$ cat config.mk
export PLATFORM = sky130hd
export DESIGN_NAME = mips_register_file
export DESIGN_NICKNAME = d
export VERILOG_FILES = /design/src/rtl/mips_register_file.sv
export SDC_FILE = /design/constraint.sdc
export NUM_CORES = 2
export LEC_CHECK = 0
export BUFFER_PORTS_ARGS = -buffer_cell sky130_fd_sc_hd__buf_2
export CAP_MARGIN = 20
export CORE_MARGIN = 2
export CORE_UTILIZATION = 40
export CTS_CLUSTER_DIAMETER = 40
export DETAILED_ROUTE_END_ITERATION = 16
export HOLD_SLACK_MARGIN = 0.02
export SETUP_SLACK_MARGIN = 0.05
export SLEW_MARGIN = 40
export SYNTH_ARGS = -nofsm -noshare
export SYNTH_HDL_FRONTEND = slang
export SYNTH_SLANG_ARGS = --single-unit
export TNS_END_PERCENT = 30
$ cat constraint.sdc
create_clock -name clk -period 4.15 [get_ports clk]
set_input_delay 0.83 -clock clk [delete_from_list [all_inputs] [get_ports clk]]
set_output_delay 0.83 -clock clk [all_outputs]
set_load 0.01 [all_outputs]
$ cat src/rtl/mips_register_file.sv
// MIPS 32x32 register file: two combinational read ports, one synchronous write port, r0 hard-wired to zero.
// Optional write-through forwarding is enabled by defining REGFILE_BYPASS_EN.
module mips_register_file (
    input  logic        clk,
    input  logic        reset,
    input  logic [4:0]  rs_index,
    output logic [31:0] rs_data,
    input  logic [4:0]  rt_index,
    output logic [31:0] rt_data,
    input  logic [4:0]  rd_index,
    input  logic [31:0] rd_data,
    input  logic        write_enable,
    output logic [31:0] register_v0
);

    logic [31:0][31:0] regs_q, regs_d;
    logic              wr_en;

    // r0 is never written, so after the first reset it stays zero in storage too
    assign wr_en = write_enable && (rd_index != 5'd0);

    always_comb begin
        regs_d = regs_q;
        if (wr_en)
            regs_d[rd_index] = rd_data;
    end

    always_ff @(posedge clk) begin
        if (reset)
            regs_q <= '0;
        else
            regs_q <= regs_d;
    end

    function automatic logic [31:0] read_port(input logic [4:0] idx);
        logic [31:0] val;
        val = regs_q[idx];
`ifdef REGFILE_BYPASS_EN
        if (wr_en && (idx == rd_index))
            val = rd_data;
`endif
        // Reset dominates everything, including the forwarded value
        if (reset || (idx == 5'd0))
            val = 32'h0000_0000;
        return val;
    endfunction

    always_comb begin
        rs_data     = read_port(rs_index);
        rt_data     = read_port(rt_index);
        register_v0 = read_port(5'd2);
    end

endmodule

==> flow_metrics.tcl <==
set metrics [dict create \
    crit_type "input port to output pin" \
    synthTopCellsByArea "dfxtp_1 (40%), nand2_1 (15%), mux2i_1 (12%)" \
    antenna_found_initial 27 \
    die_w_um 364.0 \
    worst_pin_slew_ps 969.5 \
    slew_viol_final 0 \
    cts.repair.resized 0 \
    fmax_mhz 250.7 \
    synthToLayoutAreaGrowth_pct 15.89 \
    final_hold_viol_count 0 \
    cp_data_required_time_ps 3320 \
    drc 0 \
    cts_tree "built" \
    cts_root_buf "clkbuf_16" \
    clk_latency_ps 790 \
    cts_buffer_depth 3 \
    ys_ff_latch 1024 \
    ios 146 \
    top_register "regs_q" \
    leakagePower_nw 21.07 \
    drive_gt1_share_pct 14.53 \
    setup_ws_ps 161.7 \
    drtIter0Drc 7911 \
    synth_top_family_by_area "multiplexers" \
    synthXorXnorAreaFrac_pct 0 \
    place.gp.congestion 0.9506 \
    syn_avg_cell_area_um2 8.190 \
    core-area_mm2 0.1292 \
    fin_skew_ps 0 \
    avgViaCountPerCell 6.246 \
    tns_ps 0 \
    synth_edf_count 0 \
    dr.pass1.iters 9 \
    dr_total_vias 50440 \
    period_needed_ps 3988 \
    synth.net_count 6381 \
    grt_overflow 0 \
    yosysWarnings 0 \
    synth_adder_area_share_pct 0 \
    cp.arrival_ps 3160 \
    hp-class "input port to flop" \
    grt_pass1_vias 46520 \
    dp_hpwl_um 141600 \
    syn_area_mm2 0.05185 \
    slew_headroom_pct 35.36 \
    setup_viol 0 \
    end_kind "output pin" \
    fin_util_pct 46.53 \
    status "finished, final reports clean" \
    die_y_um 364.0 \
    cts_made_buffers 143 \
    cellPowerDensity_mw_per_mm2 414.4 \
    place_area_mm2 0.05503 \
    cts_htree_levels 4 \
    postCtsSetupRepairBufs 0 \
    clkTransAtPathRegs_ps 50 \
    grt_max_degree 187 \
    core.rowCount 132 \
    grtUsageTotal_pct 33.48 \
    fin_total_pwr_mw 24.90 \
    grt_pass1_wl_um 325600 \
    synthDominantCellAreaShare_pct 39.54 \
    wire_per_inst_um 28.40 \
    rsz0062_at_grt "false" \
    crit_path_start_kind "input port" \
    synthArstFlopShare_pct 0 \
    clock-sinks 1024 \
    synthSimpleGateAreaFrac_pct 19.24 \
    finalCritPeriodShare_pct 96.10 \
    worst-r2r-cell-count 2 \
    worstPathMaxFanout 37 \
    ys_seq_area_share_pct 39.54 \
    syn_inst 6331 \
    synthMuxAreaShare_pct 20.78 \
    ant_nets 0 \
    stdcell_area_mm2 0.06009 \
    synth_most_common_cell "nand2_1" \
    ys_types 36 \
    die_area_mm2 0.1325 \
    place_ws_ps 278.2 \
    wl_um 229300 \
    max-cap-violations 0 \
    peakVddDrop_mv 0.4539 \
    largest_register_ffs 1024 \
    synth_compound_area_share_pct 15.31 \
    finalNetCount 6259 \
    initial_core_util_pct 40.15 \
    synth_top_area_cell "dfxtp_1" \
    worstHoldPathCells 2 \
    synth_top_cells_by_count "nand2_1 (2,034), a21oi_1 (1,024), dfxtp_1 (1,024)" \
    numPortBuffers 145 \
    cts-hold-fix-buffers 0 \
    synthFlopType "dfxtp_1" \
    reg.largest.list "regs_q: 1024 flops" \
]
## cells by family (layout without fill, tap and decap cells)
kind of cell / count (synthesis) / in the layout
multiplexers: 814 / 814
flip-flops: 1024 / 1024
AND/OR/NAND/NOR: 2440 / 2440
AO/OA/AOI/OAI: 1399 / 1399
other: 0 / 10
buffers and inverters: 654 / 646
## layer usage
metal  routed length, um  global-route usage [%]  up-vias
li1                    -                       -    21810
met2               96880                   49.08     3597
met5                 128                       0        -
met4               13380                   18.01       22
met3               31050                   10.23      828
met1               87880                   43.95    24180
## critical path: stages
cell and delay, ps:
buf_8 190, nor2_4 170, buf_12 340, nor3b_4 70, buf_4 290, a22oi_1 700
nand4_1 270, buf_2 230
## path summary, 6_finish.rpt
kind,from,endpoint,slack [ps]
min reg2reg,regs_q[323],regs_q[323],460
max,rs_index[2],rs_data[5],160
min,reset,regs_q[77],280
max reg2reg,regs_q[91],regs_q[91],2980
## layout make-up
class                      count  area [um^2]
clock buffer                 182         3979
antenna                       10        25.02
fill                       12450        69070
tap                         1742         2180
sequential                  1024        20500
multi-input combinational   4653        29060
timing repair buffer         387         3361
clock inverter                77        988.4
## stage by stage
stage / hold WS [ps] / std cells
global route: 278.6 / 8065
CTS: 247.6 / 8062
floorplan: 442.9 / 6331
global placement: 449.1 / 7798
detailed placement: 454.8 / 7803
finish: 284.1 / 8075
## power breakdown
part | total [mW] | switching (mW) | internal (mW)
Clock | 12.9 | 5.01 | 7.85
Combinational | 2.07 | 1.43 | 0.634
Sequential | 9.96 | 0.0580 | 9.91
## layout by cell type (no fill, tap or decap), drive strengths merged, types with 3 or more instances in the layout
master | Yosys | layout
diode | 0 | 10
nand3 | 153 | 153
and3 | 24 | 24
clkinvlp | 0 | 12
mux2i | 604 | 604
clkbuf | 467 | 182
a31oi | 24 | 24
or3 | 5 | 5
nor2 | 28 | 28
mux4 | 210 | 210
dfxtp | 1024 | 1024
a21oi | 1024 | 1024
a22oi | 329 | 329
or2 | 7 | 7
nor3b | 8 | 8
clkinv | 0 | 29
and2 | 11 | 11
nor2b | 76 | 76
buf | 187 | 387
nand4b | 3 | 3
and4bb | 3 | 3
bufinv | 0 | 16
inv | 0 | 20
nor3 | 9 | 9
nand4 | 68 | 68
a32oi | 21 | 21
nand2 | 2034 | 2034
No activity file was read; power rests on OpenSTA's default activity.
